`config.mk`:
```
export PLATFORM = sky130hd
export DESIGN_NAME = uart_unit_flat
export DESIGN_NICKNAME = d
export VERILOG_FILES = /design/src/rtl/uart_reg_if.sv /design/src/rtl/uart_unit.sv /design/src/flat_wrapper.sv
export SDC_FILE = /design/constraint.sdc
export NUM_CORES = 1
export LEC_CHECK = 0
export CELL_PAD_IN_SITES_DETAIL_PLACEMENT = 1
export CELL_PAD_IN_SITES_GLOBAL_PLACEMENT = 1
export CORE_MARGIN = 8
export CORE_UTILIZATION = 39
export DETAILED_ROUTE_END_ITERATION = 12
export DONT_BUFFER_PORTS = 1
export PLACE_DENSITY_LB_ADDON = 0.15
export SLEW_MARGIN = 5
export SYNTH_ARGS = -nofsm -noshare
export SYNTH_HDL_FRONTEND = slang
export SYNTH_SLANG_ARGS = --single-unit
```
`constraint.sdc`:
```
create_clock -name clk -period 2.75 [get_ports clk]
set_input_delay 0.55 -clock clk [delete_from_list [all_inputs] [get_ports clk]]
set_output_delay 0.55 -clock clk [all_outputs]
set_load 0.05 [all_outputs]
```
`src/rtl/uart_reg_if.sv`:
```
// Byte-wide register bus shared with the GPIO block: address, write data,
// combinational read data, and one-clk write/read strobes.
interface uart_reg_if;
  logic [2:0] reg_addr;
  logic [7:0] reg_data_in;
  logic [7:0] reg_data_out;
  logic       reg_write;
  logic       reg_read;

  modport master (output reg_addr, output reg_data_in, output reg_write,
                  output reg_read, input reg_data_out);
  modport slave  (input reg_addr, input reg_data_in, input reg_write,
                  input reg_read, output reg_data_out);
endinterface

```
`src/rtl/uart_unit.sv`:
```
// 8N1 UART for the GPIO pin mux: 16x-oversampled receiver feeding a small RX
// FIFO, and a transmitter with a one-byte holding register.
module uart_unit #(
  parameter int DIV_W    = 16,
  parameter int RX_DEPTH = 4
) (
  input  logic       clk,
  input  logic       reset,
  input  logic       uart_rx,
  output logic       uart_tx,
  output logic       interrupt,
  uart_reg_if.slave  bus
);
  localparam int PTR_W = (RX_DEPTH > 1) ? $clog2(RX_DEPTH) : 1;
  localparam int CNT_W = PTR_W + 1;

  typedef enum logic [1:0] {RX_IDLE, RX_START, RX_DATA, RX_STOP} rx_state_t;
  typedef enum logic [2:0] {TX_IDLE, TX_ARM, TX_START, TX_DATA, TX_STOP} tx_state_t;

  logic [DIV_W-1:0] div_r, tick_cnt_r;
  logic             tick_s;
  logic             rx_meta_r, rx_sync_r;
  logic [1:0]       ien_r;
  logic             ferr_r, ovr_r, tx_busy_r, tx_empty_r;

  rx_state_t        rx_state_r, rx_state_nxt_s;
  logic [3:0]       rx_tick_r;
  logic [2:0]       rx_bit_r;
  logic [7:0]       rx_shift_r;
  logic             rx_mid_s, rx_sample_s, rx_push_s, rx_ovr_set_s, rx_ferr_set_s;

  logic [7:0]       fifo_mem_r [RX_DEPTH];
  logic [PTR_W-1:0] rx_wptr_r, rx_rptr_r;
  logic [CNT_W-1:0] rx_count_r;
  logic             fifo_full_s, rx_avail_s, rx_pop_s;

  tx_state_t        tx_state_r, tx_state_nxt_s;
  logic [3:0]       tx_tick_r;
  logic [2:0]       tx_bit_r;
  logic [7:0]       tx_shift_r, tx_hold_r;
  logic             uart_tx_r;
  logic             tx_end_s, tx_load_s, tx_start_bit_s, tx_shift_s, tx_stop_bit_s, tx_done_s;

  logic             wr_data_s, wr_stat_s, wr_ien_s, wr_div_lo_s, wr_div_hi_s;

  assign wr_data_s   = bus.reg_write && (bus.reg_addr == 3'd0);
  assign wr_stat_s   = bus.reg_write && (bus.reg_addr == 3'd1);
  assign wr_ien_s    = bus.reg_write && (bus.reg_addr == 3'd2);
  assign wr_div_lo_s = bus.reg_write && (bus.reg_addr == 3'd3);
  assign wr_div_hi_s = bus.reg_write && (bus.reg_addr == 3'd4);

  // Baud tick: one pulse every div+1 clocks, restarted by any divisor write.
  assign tick_s = (tick_cnt_r == div_r);
  always_ff @(posedge clk or posedge reset) begin
    if (reset) begin
      tick_cnt_r <= '0;
      div_r      <= '0;
    end else begin
      if (wr_div_lo_s || wr_div_hi_s) tick_cnt_r <= '0;
      else if (tick_s)                tick_cnt_r <= '0;
      else                            tick_cnt_r <= tick_cnt_r + DIV_W'(1);
      if (wr_div_lo_s) div_r[7:0]  <= bus.reg_data_in;
      if (wr_div_hi_s) div_r[15:8] <= bus.reg_data_in;
    end
  end

  // Two-flop synchroniser on the incoming serial line.
  always_ff @(posedge clk or posedge reset) begin
    if (reset) {rx_sync_r, rx_meta_r} <= 2'b11;
    else       {rx_sync_r, rx_meta_r} <= {rx_meta_r, uart_rx};
  end

  // RX state register and bit datapath; rx_tick_r counts ticks within each bit.
  always_ff @(posedge clk or posedge reset) begin
    if (reset) begin
      rx_state_r <= RX_IDLE;
      rx_tick_r  <= 4'd0;
      rx_bit_r   <= 3'd0;
      rx_shift_r <= 8'h00;
    end else begin
      rx_state_r <= rx_state_nxt_s;
      if (tick_s) rx_tick_r <= (rx_state_r == RX_IDLE) ? 4'd0 : rx_tick_r + 4'd1;
      if (rx_state_r == RX_IDLE) rx_bit_r <= 3'd0;
      else if (rx_sample_s)      rx_bit_r <= rx_bit_r + 3'd1;
      if (rx_sample_s) rx_shift_r <= {rx_sync_r, rx_shift_r[7:1]};
    end
  end

  assign rx_mid_s = tick_s && (rx_tick_r == 4'd8);

  // RX next state.
  always_comb begin
    rx_state_nxt_s = rx_state_r;
    case (rx_state_r)
      RX_IDLE:  if (tick_s && !rx_sync_r) rx_state_nxt_s = RX_START; else rx_state_nxt_s = RX_IDLE;
      RX_START: if (rx_mid_s) rx_state_nxt_s = rx_sync_r ? RX_IDLE : RX_DATA; else rx_state_nxt_s = RX_START;
      RX_DATA:  if (rx_mid_s && (rx_bit_r == 3'd7)) rx_state_nxt_s = RX_STOP; else rx_state_nxt_s = RX_DATA;
      RX_STOP:  if (rx_mid_s) rx_state_nxt_s = RX_IDLE; else rx_state_nxt_s = RX_STOP;
      default:  rx_state_nxt_s = RX_IDLE;
    endcase
  end

  // RX outputs: data sampling and stop-bit verdict.
  always_comb begin
    rx_sample_s   = 1'b0;
    rx_push_s     = 1'b0;
    rx_ovr_set_s  = 1'b0;
    rx_ferr_set_s = 1'b0;
    case (rx_state_r)
      RX_DATA: rx_sample_s = rx_mid_s;
      RX_STOP: begin
        rx_push_s     = rx_mid_s && rx_sync_r && !fifo_full_s;
        rx_ovr_set_s  = rx_mid_s && rx_sync_r && fifo_full_s;
        rx_ferr_set_s = rx_mid_s && !rx_sync_r;
      end
      default: rx_sample_s = 1'b0;
    endcase
  end

  assign fifo_full_s = (rx_count_r == CNT_W'(RX_DEPTH));
  assign rx_avail_s  = (rx_count_r != CNT_W'(0));
  assign rx_pop_s    = bus.reg_read && (bus.reg_addr == 3'd0) && rx_avail_s;

  // FIFO storage; contents are don't-care while the count says empty.
  always_ff @(posedge clk) begin
    if (rx_push_s) fifo_mem_r[rx_wptr_r] <= rx_shift_r;
  end

  // FIFO pointers and occupancy.
  always_ff @(posedge clk or posedge reset) begin
    if (reset) begin
      rx_wptr_r  <= '0;
      rx_rptr_r  <= '0;
      rx_count_r <= '0;
    end else begin
      if (rx_push_s) rx_wptr_r <= rx_wptr_r + PTR_W'(1);
      if (rx_pop_s)  rx_rptr_r <= rx_rptr_r + PTR_W'(1);
      case ({rx_push_s, rx_pop_s})
        2'b10:   rx_count_r <= rx_count_r + CNT_W'(1);
        2'b01:   rx_count_r <= rx_count_r - CNT_W'(1);
        default: rx_count_r <= rx_count_r;
      endcase
    end
  end

  // Sticky error flags (a set in the same clk beats the clear) and interrupt enables.
  always_ff @(posedge clk or posedge reset) begin
    if (reset) begin
      ferr_r <= 1'b0;
      ovr_r  <= 1'b0;
      ien_r  <= 2'b00;
    end else begin
      if (rx_ferr_set_s)                        ferr_r <= 1'b1;
      else if (wr_stat_s && bus.reg_data_in[4]) ferr_r <= 1'b0;
      if (rx_ovr_set_s)                         ovr_r  <= 1'b1;
      else if (wr_stat_s && bus.reg_data_in[3]) ovr_r  <= 1'b0;
      if (wr_ien_s) ien_r <= bus.reg_data_in[1:0];
    end
  end

  // TX state register, shifter, holding register and serial output.
  always_ff @(posedge clk or posedge reset) begin
    if (reset) begin
      tx_state_r <= TX_IDLE;
      tx_tick_r  <= 4'd0;
      tx_bit_r   <= 3'd0;
      tx_shift_r <= 8'h00;
      tx_hold_r  <= 8'h00;
      tx_empty_r <= 1'b1;
      tx_busy_r  <= 1'b0;
      uart_tx_r  <= 1'b1;
    end else begin
      tx_state_r <= tx_state_nxt_s;
      if (tick_s) tx_tick_r <= (tx_state_r == TX_IDLE || tx_state_r == TX_ARM) ? 4'd0 : tx_tick_r + 4'd1;
      if (tx_start_bit_s) tx_bit_r <= 3'd0;
      else if (tx_shift_s && tx_state_r == TX_DATA) tx_bit_r <= tx_bit_r + 3'd1;
      if (tx_load_s)       tx_shift_r <= tx_hold_r;
      else if (tx_shift_s) tx_shift_r <= {1'b0, tx_shift_r[7:1]};
      if (wr_data_s && tx_empty_r) tx_hold_r <= bus.reg_data_in;
      if (tx_load_s)                    tx_empty_r <= 1'b1;
      else if (wr_data_s && tx_empty_r) tx_empty_r <= 1'b0;
      if (tx_load_s)      tx_busy_r <= 1'b1;
      else if (tx_done_s) tx_busy_r <= 1'b0;
      if (tx_start_bit_s)     uart_tx_r <= 1'b0;
      else if (tx_shift_s)    uart_tx_r <= tx_shift_r[0];
      else if (tx_stop_bit_s) uart_tx_r <= 1'b1;
    end
  end

  assign tx_end_s = tick_s && (tx_tick_r == 4'd15);

  // TX next state; STOP chains straight into START when a byte is waiting.
  always_comb begin
    tx_state_nxt_s = tx_state_r;
    case (tx_state_r)
      TX_IDLE:  tx_state_nxt_s = tx_empty_r ? TX_IDLE : TX_ARM;
      TX_ARM:   tx_state_nxt_s = tick_s ? TX_START : TX_ARM;
      TX_START: tx_state_nxt_s = tx_end_s ? TX_DATA : TX_START;
      TX_DATA:  tx_state_nxt_s = (tx_end_s && tx_bit_r == 3'd7) ? TX_STOP : TX_DATA;
      TX_STOP:  if (tx_end_s) tx_state_nxt_s = tx_empty_r ? TX_IDLE : TX_START; else tx_state_nxt_s = TX_STOP;
      default:  tx_state_nxt_s = TX_IDLE;
    endcase
  end

  // TX outputs: datapath strobes per state.
  always_comb begin
    tx_load_s      = 1'b0;
    tx_start_bit_s = 1'b0;
    tx_shift_s     = 1'b0;
    tx_stop_bit_s  = 1'b0;
    tx_done_s      = 1'b0;
    case (tx_state_r)
      TX_IDLE:  tx_load_s = !tx_empty_r;
      TX_ARM:   tx_start_bit_s = tick_s;
      TX_START: tx_shift_s = tx_end_s;
      TX_DATA: begin
        tx_shift_s    = tx_end_s && (tx_bit_r != 3'd7);
        tx_stop_bit_s = tx_end_s && (tx_bit_r == 3'd7);
      end
      TX_STOP: begin
        tx_load_s      = tx_end_s && !tx_empty_r;
        tx_start_bit_s = tx_end_s && !tx_empty_r;
        tx_done_s      = tx_end_s && tx_empty_r;
      end
      default: tx_load_s = 1'b0;
    endcase
  end

  assign uart_tx   = uart_tx_r;
  assign interrupt = (ien_r[0] && (rx_avail_s || ovr_r || ferr_r)) || (ien_r[1] && tx_empty_r);

  // Read mux.
  always_comb begin
    case (bus.reg_addr)
      3'd0:    bus.reg_data_out = rx_avail_s ? fifo_mem_r[rx_rptr_r] : 8'h00;
      3'd1:    bus.reg_data_out = {3'b000, ferr_r, ovr_r, tx_busy_r, tx_empty_r, rx_avail_s};
      3'd2:    bus.reg_data_out = {6'b000000, ien_r};
      3'd3:    bus.reg_data_out = div_r[7:0];
      3'd4:    bus.reg_data_out = div_r[15:8];
      default: bus.reg_data_out = 8'h00;
    endcase
  end
endmodule

```
`src/flat_wrapper.sv`:
```
// flat-port wrapper written by rule: the top's interface ports become plain ports
module uart_unit_flat 
#(
  parameter int DIV_W    = 16,
  parameter int RX_DEPTH = 4
)
  (clk, reset, uart_rx, uart_tx, interrupt, bus_reg_addr, bus_reg_data_in, bus_reg_write, bus_reg_read, bus_reg_data_out);
  uart_reg_if bus_i ();
  input  logic clk;
  input  logic reset;
  input  logic uart_rx;
  output logic uart_tx;
  output logic interrupt;
  input wire logic [$bits(bus_i.reg_addr)-1:0] bus_reg_addr;
  input wire logic [$bits(bus_i.reg_data_in)-1:0] bus_reg_data_in;
  input wire logic [$bits(bus_i.reg_write)-1:0] bus_reg_write;
  input wire logic [$bits(bus_i.reg_read)-1:0] bus_reg_read;
  output wire logic [$bits(bus_i.reg_data_out)-1:0] bus_reg_data_out;
  assign bus_i.reg_addr = bus_reg_addr;
  assign bus_i.reg_data_in = bus_reg_data_in;
  assign bus_i.reg_write = bus_reg_write;
  assign bus_i.reg_read = bus_reg_read;
  assign bus_reg_data_out = bus_i.reg_data_out;
  uart_unit #(.DIV_W(DIV_W), .RX_DEPTH(RX_DEPTH)) u_core (.clk(clk), .reset(reset), .uart_rx(uart_rx), .uart_tx(uart_tx), .interrupt(interrupt), .bus(bus_i));
endmodule
```
# Word level (Yosys, flattened, before mapping)

Memories as Yosys holds them, arrays and structs flattened.
Cells that the tools add are included.

Add/subtract/negate cells: 9
Equality and inequality tests: 20
Muxes and demuxes: 48
Reduce and logical (&&, ||, !) cells: 46

Operator list:

| cell                    | number |
|---|---|
| $pmux W8 S5             | 1 |
| $mux W16                | 2 |
| $logic_and A1 B1 Y1     | 25 |
| $mux W8                 | 3 |
| $mux W1                 | 23 |
| $mux W3                 | 6 |
| $add A16 B1 Y16 const B | 1 |
| $eq A16 B16 Y1          | 1 |
| $reduce_bool A2 Y1      | 8 |
| $eq A3 B3 Y1 const B    | 5 |
| $pmux W3 S5             | 1 |
| $eq A3 B2 Y1 const B    | 4 |
| $mux W2                 | 5 |
| $add A3 B1 Y3 const B   | 3 |
| $add A4 B1 Y4 const B   | 2 |
| $eq A4 B4 Y1 const B    | 2 |
| $mux W4                 | 2 |
| $pmux W2 S4             | 1 |
| $eq A2 B2 Y1 const B    | 3 |
| $eq A3 B1 Y1 const B    | 2 |
| $logic_not A3 Y1        | 2 |
| $pmux W1 S2             | 3 |
| $pmux W3 S2             | 1 |
| $reduce_bool A3 Y1      | 2 |
| other kinds (7)         | 15 |

Bits in registers: 91
RAM bits: 32
Input bits: 16
Output and inout port bits: 10
Word-level logic and storage cells: 147
Memories kept: 1

Memory list:

| memory            | words | bits a word | read ports | clocked after memory_dff | wr ports | RTL line        | text |
|---|---|---|---|---|---|---|---|
| u_core.fifo_mem_r | 4     | 8           | 1          | 0                        | 1        | uart_unit.sv:32 | `logic [7:0] fifo_mem_r [RX_DEPTH];` |

# Longest topological paths before layout

Gate-level depths: netlist of the first run.

Depth in word-level cells: 7
Depth in mapped cells: 11
Gate-level depth less buffers: 11

# Worst setup path before layout of the first run

Ideal clock, no wire load.

Kind: input-to-output
Start: input port bus_reg_addr[2]
End: output port bus_reg_data_out[0]
Arrival: 2,133 ps
Required time: 2,200 ps
Path slack: 67 ps
Stages: 4
Buffers on the path: 1
Cell sequence: clkbuf_1 nor2b_1 a22oi_1 o21ai_0

Word-level cells in the longest chain between the ends: 2
Elaborated cells between the ends (all ways): 6
Those cells by class: eq/ne: 4; mux: 1; reduce/logical: 1

Ends and longest elaborated chain:

| element                                    | RTL line           | text |
|---|---|---|
| start: declaration                         | flat_wrapper.sv:14 | `input wire logic [$bits(bus_i.reg_addr)-1:0] bus_reg_addr;` |
| $eq A3 B3 Y1, or another cell as far along | uart_unit.sv:234   | `case (bus.reg_addr)` |
| $pmux W8 S5 (*)                            | uart_unit.sv:234   |  |
| end: declaration                           | flat_wrapper.sv:18 | `output wire logic [$bits(bus_i.reg_data_out)-1:0] bus_reg_data_out;` |

Every way passes the cells marked *; elsewhere a longest branch is shown, timed or not.

# Worst setup path after layout of the first run

Start: register u_core.rx_rptr_r[0]
End: output port bus_reg_data_out[2]

Word-level cells in the longest chain between the ends: 3

Ends and longest elaborated chain:

| element                  | RTL line         | text |
|---|---|---|
| start: declaration       | uart_unit.sv:33  | `logic [PTR_W-1:0] rx_wptr_r, rx_rptr_r;` |
| start signal: assignment | uart_unit.sv:137 | `if (rx_pop_s) rx_rptr_r <= rx_rptr_r + PTR_W'(1);` |
| $mem_v2 Z4 W8            | --               |  |
| $mux W8                  | uart_unit.sv:235 | `3'd0: bus.reg_data_out = rx_avail_s ? fifo_mem_r[rx_rptr_r] : 8'h00;` |
| $pmux W8 S5              | uart_unit.sv:234 |  |

Every way passes these cells.

==> results.toml, run 1 <==
[run_status]
status = "completed"

[power_and_ir_drop]
p_total_mw = 5.69
power_frac_comb_pct = 15.3
power_leakage_nw = 2.78
ir_drop_v = 0.000486
powerDensity_nw_per_um2 = 851
switching_share_pct = 26.9
p_switching_mw = 1.53
p_clk_share_pct = 42.8
p_int_mw = 4.16
seqPwrFrac_pct = 41.9

[timing]
finClkSkew_ns = 0.00586
rsz0062_at_grt = "false"
hold_viol_final = 0
fin_setup_tns_ns = 0
fin_crit_sh_pct = 95.3
worst_pin_slew_ns = 0.549
hold_ws_ns = 0.102
relSlewSlack_pct = 63.2
maxSlewViolCount = 0
finalSetupViolCount = 0
max_freq_mhz = 382
min_period_ns = 2.62

[floorplan]
dieArea_sq_um = 18800
core_area_sq_um = 14400
rows = 44
die_height_microns = 137
ios = 26
start_util_pct = 39.7
die_x_microns = 137

[placed_design]
gp_congestion = 0.786
portBuffers = 0
place_inst = 646
dp_hpwl_microns = 8960

[route]
first_pass_iters = 4
wl_per_cell_microns = 18.8
first_iter_violations = 225
vias = 3567
vias_per_cell = 5.26
wl_microns = 12700
drc = 0
ant_nets = 0

[yosys]
syn_inst = 462
synth_edf_count = 32
syn_area_sq_um = 5720
synth_warnings = 0
async_reset_ff_share_pct = 74.0
ys_ff_latch = 123
avgSynthCellArea_sq_um = 12.4
yosysSeqAreaShare_pct = 56.7
synthFlopType = "dfrtp_1"
synth_nets = 491
synthDistinctLibCells = 48

[setup_path]
cp.arrival_ns = 2.07
worstPathMaxFanout = 10
critPathCaptureType = "output pin"
cp.required_ns = 2.20
critPathLaunchType = "register"
path_class = "register to output pin"

[cells_and_area]
area_growth_syn_to_layout_pct = 16.9
fin_nets = 510
drive_above_1_share_pct = 24.3
post-route-util_pct = 46.3
stdcell_count = 678
diodes = 0

[min_path]
hold_class = "input pin to async pin"

[clocking]
cts.sinks = 123
root_buffer = "clkbuf_16"
clkTransAtPathRegs_ns = 0.05
numCtsBuffers = 17
cts_resized = 1
cts.htree.levels = 4
holdBufCountCts = 0
cts_tree = "done"
clk_latency_ns = 0.42
cts_buffer_depth = 2
post_cts.repair.setup_buffers = 0

[global_route]
grt_pass1_wl_microns = 21200
grt_usage_pct = 15.1
grt_pass1_vias = 3872
grt_max_degree = 92
grt.overflow.total = 0
antenna_found_initial = 0

[flow_run]
max_cap_violations = 0
## synthesized netlist by cell type, types with 4 or more instances
library cell | count | area [sq um]
nor3_1 | 6 | 30.0
inv_1 | 11 | 41.3
nor2_1 | 42 | 158
mux2_2 | 51 | 574
o21ai_0 | 19 | 95.1
a21oi_1 | 5 | 25.0
nand2_1 | 41 | 154
mux2i_1 | 6 | 60.1
and2_1 | 6 | 37.5
clkbuf_1 | 13 | 48.8
a221o_1 | 4 | 40.0
edfxtp_1 | 32 | 961
xnor2_1 | 9 | 78.8
nor2b_1 | 4 | 25.0
nand3_1 | 25 | 125
xor2_1 | 26 | 228
nor4_2 | 5 | 62.6
mux4_2 | 8 | 180
ha_1 | 12 | 150
dfstp_2 | 4 | 105
dfrtp_1 | 87 | 2180
## layout make-up
cell class | instances | area (sq um)
Clock buffer | 20 | 447
Clock inverter | 12 | 196
Fill cell | 1503 | 7740
Inverter | 11 | 45.0
Multi-Input combinational cell | 310 | 2360
Sequential cell | 123 | 3240
Tap cell | 184 | 230
Timing Repair Buffer | 18 | 160
## registers in the layout, indices dropped and copies added, names as in the netlist, 4 cells and up
signal	flops
u_core.fifo_mem_r	32
u_core.div_r	16
u_core.tick_cnt_r	16
u_core.rx_shift_r	8
u_core.tx_hold_r	8
u_core.tx_shift_r	8
u_core.rx_tick_r	4
u_core.tx_tick_r	4
## worst max-delay path, stage by stage (launching register included)
cell,delay (ns)
dfrtp_1,0.33
buf_4,0.22
mux4_2,0.54
a221o_1,0.35
buf_4,0.21
## power groups by stage
stage / Sequential [mW] / Combinational (mW) / Clock [mW]
after floorplan: 2.30 / 0.725 / 0
after global placement: 2.40 / 0.863 / 0
after detailed placement: 2.41 / 0.881 / 0
after CTS: 2.39 / 0.892 / 2.49
after global routing: 2.43 / 0.960 / 2.57
final: 2.38 / 0.868 / 2.44
## placed cells by master, fill, tap and decap left out, types with 16 or more instances in the layout
master / n
buf_4: 16
clkbuf_16: 17
dfrtp_1: 87
edfxtp_1: 32
mux2_2: 51
nand2_1: 41
nand3_1: 25
nor2_1: 42
o21ai_0: 18
xor2_1: 26
## final timing paths
path	start	endpoint	slack, ns	cells after the start
setup / recovery	u_core.rx_rptr_r[0]	bus_reg_data_out[2]	0.13	4
max in group asynchronous	reset	u_core.rx_sync_r	2.21	2
hold reg to reg	u_core.rx_meta_r	u_core.rx_sync_r	0.35	0
setup reg to reg	u_core.tick_cnt_r[3]	u_core.rx_count_r[2]	0.20	10
hold / removal	reset	u_core.rx_tick_r[0]	0.10	2
min in group clk	uart_rx	u_core.rx_meta_r	0.12	0
## layer usage
layer	global-route usage, %	up-vias	share of wire, %	routed length, microns
met5	0	-	0	0
met4	5.97	0	1.9	246
met3	5.65	17	4.6	584
met2	23.8	45	49	6210
met1	18.3	1821	45	5690
li1	-	1684	-	-
## stage by stage
step / setup slack, ns / cell area [sq um]
CTS: 0.0864 / 6680
finish: 0.129 / 6680
detailed placement: 0.216 / 6040
floorplan: 0.0668 / 5720
global route: 0.0214 / 6680
global placement: 0.260 / 6040
## cell families after synthesis
logic type	after synthesis	synth area share [%]
mux	66	14.4
fa+ha+maj	13	2.98
flops	123	56.7
buf+inv	29	2.08
xor+xnor	36	5.64
simple gates	150	13.1
compound gates	45	5.05
Note: power is estimated with default switching activity, not from simulation.
==> inputs of run 2 (changes only) <==
--- a/config.mk
+++ b/config.mk
@@ -7,7 +7,7 @@
 export LEC_CHECK = 0
 export CELL_PAD_IN_SITES_DETAIL_PLACEMENT = 1
 export CELL_PAD_IN_SITES_GLOBAL_PLACEMENT = 1
-export CORE_MARGIN = 8
+export CORE_ASPECT_RATIO = 1.5
 export CORE_UTILIZATION = 39
 export DETAILED_ROUTE_END_ITERATION = 12
 export DONT_BUFFER_PORTS = 1
==> run 2 against run 1 <==
  * Wire length up 5.6%
  * Clock skew rose by 0.0041 ns
  * Maximum frequency decreased by 0.32%
  * Global-route usage rose by 4.6 points
  * Die area down 19%
  * Clock power shrank 12%
  * Flip-flop and latch count unchanged
  * Design area decreased by 0.43%
  * Cell count is 2.1% higher
  * Sequential power rose by 2%
  * Critical path type unchanged
  * Largest power group is now sequential cells
==> results.toml, run 2 (same netlist as run 1, synthesis figures left out) <==
[timing]
hold_ws_ns = 0.132
finalSetupViolCount = 0
fin_setup_tns_ns = 0
worst_pin_slew_ns = 0.791
min_period_ns = 2.63
fin_crit_sh_pct = 95.6
relSlewSlack_pct = 47.2
maxSlewViolCount = 0
finClkSkew_ns = 0.0100
fin_ws_ns = 0.121
max_freq_mhz = 380
hold_viol_final = 0

[route]
wl_per_cell_microns = 19.4
routed-wl-met2_microns = 7140
drt-met1-wl_microns = 5520
ant_nets = 0
dr_wl_met3_microns = 450
vias = 3644
vias_per_cell = 5.27
dr.max_layer_used = "met4"
drc = 0
first_pass_iters = 4
wl_microns = 13400
first_iter_violations = 116

[min_path]
hold_class = "input pin to register"

[placed_design]
placed_cell_area_sq_um = 6040
dp_hpwl_microns = 9700
gp_congestion = 0.773
place_inst = 655
pre_cts_ws_ns = 0.109
portBuffers = 0

[global_route]
grt.overflow.total = 0
grt_usage_pct = 19.7
grt_pass1_vias = 3977
grt_max_degree = 38
antenna_found_initial = 0
grt_pass1_wl_microns = 21800

[power_and_ir_drop]
powerDensity_nw_per_um2 = 816
ir_drop_v = 0.000508
power_leakage_nw = 2.77
p_total_mw = 5.43

[setup_path]
path_class = "register to output pin"
r2r_start = "u_core.div_r[5]"
critPathLaunchType = "register"
crit_end = "bus_reg_data_out[3]"
r2r.worst_path.cells = 10
cp.required_ns = 2.20
critPathCaptureType = "output pin"
cp.arrival_ns = 2.08
worst_r2r_endpoint = "u_core.rx_count_r[2]"
critPathLaunch = "u_core.rx_rptr_r[0]"
ff2ff_setup_slack_ns = 0.18
worstPathMaxFanout = 5

[cells_and_area]
post-route-util_pct = 46.9
design_area_sq_um = 6660
largest_reg_flops = 32
layout_commonest_cell = "dfrtp_1"
regArea_sq_um = 3250
drive_above_1_share_pct = 26.2
multi_input_area_sq_um = 2370
area_growth_syn_to_layout_pct = 16.4
stdcell_count = 692
fin_nets = 516
diodes = 0
top_regs = "u_core.fifo_mem_r: 32 flops, u_core.div_r: 16 flops, u_core.tick_cnt_r: 16 flops"
final_cell_mix = "85 x dfrtp_1, 51 x mux2_2, 42 x nor2_1"
fillers = 1525
largest_register = "u_core.fifo_mem_r"

[clocking]
holdBufCountCts = 0
clkTransAtPathRegs_ns = 0.06
cts_tree = "done"
root_buffer = "clkbuf_16"
clk_latency_ns = 0.41
cts_buffer_depth = 2
numCtsBuffers = 17
cts.htree.levels = 4
cts.sinks = 123

[floorplan]
die_x_microns = 101
start_util_pct = 40.3
ios = 26
die_height_microns = 150
core_area_sq_um = 14200
rows = 53
dieArea_sq_um = 15200

[flow_run]
max_cap_violations = 0

[run_status]
status = "completed"
## run 2: cell types whose count changed in the layout (fill, tap and decap cells not counted), moves of 2 or more
cell       previous run  this run
buf_4                16        23
inv_6                 0         5
bufinv_16             5         1
clkbuf_1              2         0
dfrtp_1              87        85
dfrtp_2               0         2
## run 2: area by class of cell
| class | count | share of cell area (%) |
|---|---|---|
| clock buffers | 17 | 6.39 |
| clock inverters | 15 | 2.11 |
| inverters | 11 | 0.677 |
| multi-input cells | 310 | 35.6 |
| flip-flops and latches | 123 | 48.8 |
| well taps | 192 | 3.61 |
| repair buffers | 24 | 2.90 |
## run 2: repair_timing
item / CTS / global route
setup endpoints to repair: 2 / 13
pin swaps: 2 / 3
setup buffers: 1 / 4
resized for setup: 1 / 3
## run 2: worst min-delay path by stage
stage,cells past startpoint,end,slack (ns),from
after floorplan,0,u_core.rx_sync_r,0.35,u_core.rx_meta_r
after global placement,0,u_core.rx_sync_r,0.35,u_core.rx_meta_r
after detailed placement,0,u_core.rx_sync_r,0.35,u_core.rx_meta_r
after CTS,0,u_core.rx_meta_r,0.12,uart_rx
after global routing,0,u_core.rx_meta_r,0.11,uart_rx
final,0,u_core.rx_meta_r,0.13,uart_rx
## run 2: power by group
group          internal [mW]  switching [mW]
clock                   1.26           0.884
combinational          0.422           0.445
sequential              2.12           0.303
total                   3.80            1.63
## run 2: critical path, stage by stage (launching register included)
cell     delay (ns)
dfrtp_2        0.44
buf_4          0.19
mux4_2         0.50
a221o_1        0.33
buf_4          0.20
## run 2: metal layers
metal  track usage [%]  vias to the layer above
met5                 0                        -
met4              7.83                        0
met3              4.13                       23
met2              34.9                       51
met1              22.9                     1867
li1                  -                     1703
==> inputs of run 3 (changes only) <==
--- a/config.mk
+++ b/config.mk
@@ -11,6 +11,7 @@
 export CORE_UTILIZATION = 39
 export DETAILED_ROUTE_END_ITERATION = 12
 export DONT_BUFFER_PORTS = 1
+export GPL_TIMING_DRIVEN = 0
 export PLACE_DENSITY_LB_ADDON = 0.15
 export SLEW_MARGIN = 5
 export SYNTH_ARGS = -nofsm -noshare
==> run 3 against run 2 <==
  * Cell count grew 1.2%
  * Largest power group unchanged
  * Non-clock buffer count increased by 8
  * Critical path depth grew 3
  * Worst setup slack got worse by 0.12 ns
  * Worst hold slack lost 0.092 ns
  * Via count up 1.9%
  * Maximum frequency is 4.3% lower
  * Largest cell class unchanged
  * Sequential power hardly changed
  * Global-route usage is 0.12 points lower
  * Die area stayed put
  * Flip-flop and latch count unchanged
==> results.toml, run 3 (same netlist as run 1, synthesis figures left out) <==
[clocking]
cts_buffer_depth = 2
clkTransAtPathRegs_ns = 0.07
cts_tree = "done"
cts.sinks = 123
clk_latency_ns = 0.43
numCtsBuffers = 17
holdBufCountCts = 0
cts.htree.levels = 4
root_buffer = "clkbuf_16"

[timing]
finClkSkew_ns = 0.0137
relSlewSlack_pct = 56.4
fin_setup_tns_ns = 0
worst_pin_slew_ns = 0.649
min_period_ns = 2.75
fin_crit_sh_pct = 99.8
maxSlewViolCount = 0
fin_ws_ns = 0.00417
hold_viol_final = 0
rsz0062_at_grt = "true"
max_freq_mhz = 364
finalSetupViolCount = 0

[global_route]
antenna_found_initial = 0
grt_max_degree = 41
grt_pass1_vias = 4079
grt_usage_pct = 19.5
grt_pass1_wl_microns = 21700
grt.overflow.total = 0

[floorplan]
dieArea_sq_um = 15200
rows = 53
core_area_sq_um = 14200
die_x_microns = 101
die_height_microns = 150
start_util_pct = 40.3
ios = 26

[power_and_ir_drop]
ir_drop_v = 0.000383
p_switching_mw = 1.73
seqPwrFrac_pct = 44.2
switching_share_pct = 31.7
power_frac_comb_pct = 15.6
power_leakage_nw = 2.78
p_int_mw = 3.74
p_clk_share_pct = 40.2
powerDensity_nw_per_um2 = 814
p_total_mw = 5.48

[cells_and_area]
post-route-util_pct = 47.4
final_cell_mix = "81 x dfrtp_1, 51 x mux2_2, 42 x nor2_1"
largest_reg_flops = 32
diodes = 0
layout_commonest_cell = "dfrtp_1"
largest_register = "u_core.fifo_mem_r"
area_growth_syn_to_layout_pct = 17.7
top_regs = "u_core.fifo_mem_r: 32 flops, u_core.div_r: 16 flops, u_core.tick_cnt_r: 16 flops"
drive_above_1_share_pct = 27.8
fin_nets = 524

[route]
wl_microns = 13400
first_iter_violations = 107
wl_per_cell_microns = 19.1
drc = 0
ant_nets = 0
vias = 3715
first_pass_iters = 5
vias_per_cell = 5.31

[placed_design]
portBuffers = 0
gp_congestion = 0.739
dp_hpwl_microns = 9550
pre_cts_ws_ns = -0.430

[setup_path]
cp.arrival_ns = 3.05
critPathCaptureType = "register"
cp.required_ns = 3.06
path_class = "register to register"
worstPathMaxFanout = 10
critPathLaunchType = "register"

[run_status]
status = "completed"

[min_path]
hold_class = "input pin to async pin"

[flow_run]
max_cap_violations = 0
==> run 3: cell type report <==
type / instances / area [sq um]
Timing Repair Buffer: 17 / 153
Inverter: 11 / 45.0
Multi-Input combinational cell: 310 / 2380
Clock inverter: 15 / 161
Buffer: 15 / 71.3
Clock buffer: 17 / 425
Sequential cell: 123 / 3250
Tap cell: 192 / 240
Fill cell: 1492 / 7460
==> run 3: routing by layer <==
layer	share of wire (%)	wire, microns	global-route usage (%)
met5	0	0	0
met4	2.2	292	7.54
met3	4.4	593	5.76
met2	54	7210	35.2
met1	39	5280	21.4
==> run 3: what timing repair did <==
item | in CTS | in global routing
buffers inserted | 7 | 8
setup endpoints to repair | 50 | 52
pin swaps | 4 | 4
resized for setup | 6 | 15
==> run 3: path summary, 6_finish.rpt <==
kind | from | end | slack [ns] | cells after the start
worst max register to register | u_core.tick_cnt_r[2] | u_core.tx_shift_r[0] | 0.004 | 7
worst min register to register | u_core.rx_meta_r | u_core.rx_sync_r | 0.36 | 0
min in group clk | uart_rx | u_core.rx_meta_r | 0.12 | 0
worst min-delay path | reset | u_core.rx_count_r[1] | 0.04 | 1
max in group asynchronous | reset | u_core.tx_empty_r | 2.07 | 2
worst max-delay path | u_core.tick_cnt_r[2] | u_core.tx_shift_r[0] | 0.004 | 7
==> run 3: power groups by stage <==
stage | combinational [mW] | clock (mW) | sequential (mW)
6_report | 0.855 | 2.20 | 2.42
3_3_place_gp | 0.841 | 0 | 2.37
5_1_grt | 0.940 | 2.32 | 2.46
4_1_cts | 0.864 | 2.25 | 2.40
2_1_floorplan | 0.725 | 0 | 2.30
3_5_place_dp | 0.884 | 0 | 2.38
==> run 3: stage by stage <==
stage | hold WS (ns) | instances | cell area (sq um)
after floorplan | 0.345 | 462 | 5720
after global placement | 0.350 | 654 | 5960
after detailed placement | 0.347 | 656 | 6000
after CTS | 0.0389 | 694 | 6660
after global routing | 0.0530 | 700 | 6730
final | 0.0396 | 700 | 6730
==> run 3: critical path, stage by stage (launching register included) <==
cell	delay, ns
dfrtp_2	0.45
xor2_1	0.16
nor4_2	0.35
nand4_1	0.27
nor3_1	0.44
buf_2	0.32
mux2_2	0.37
mux2_2	0.26
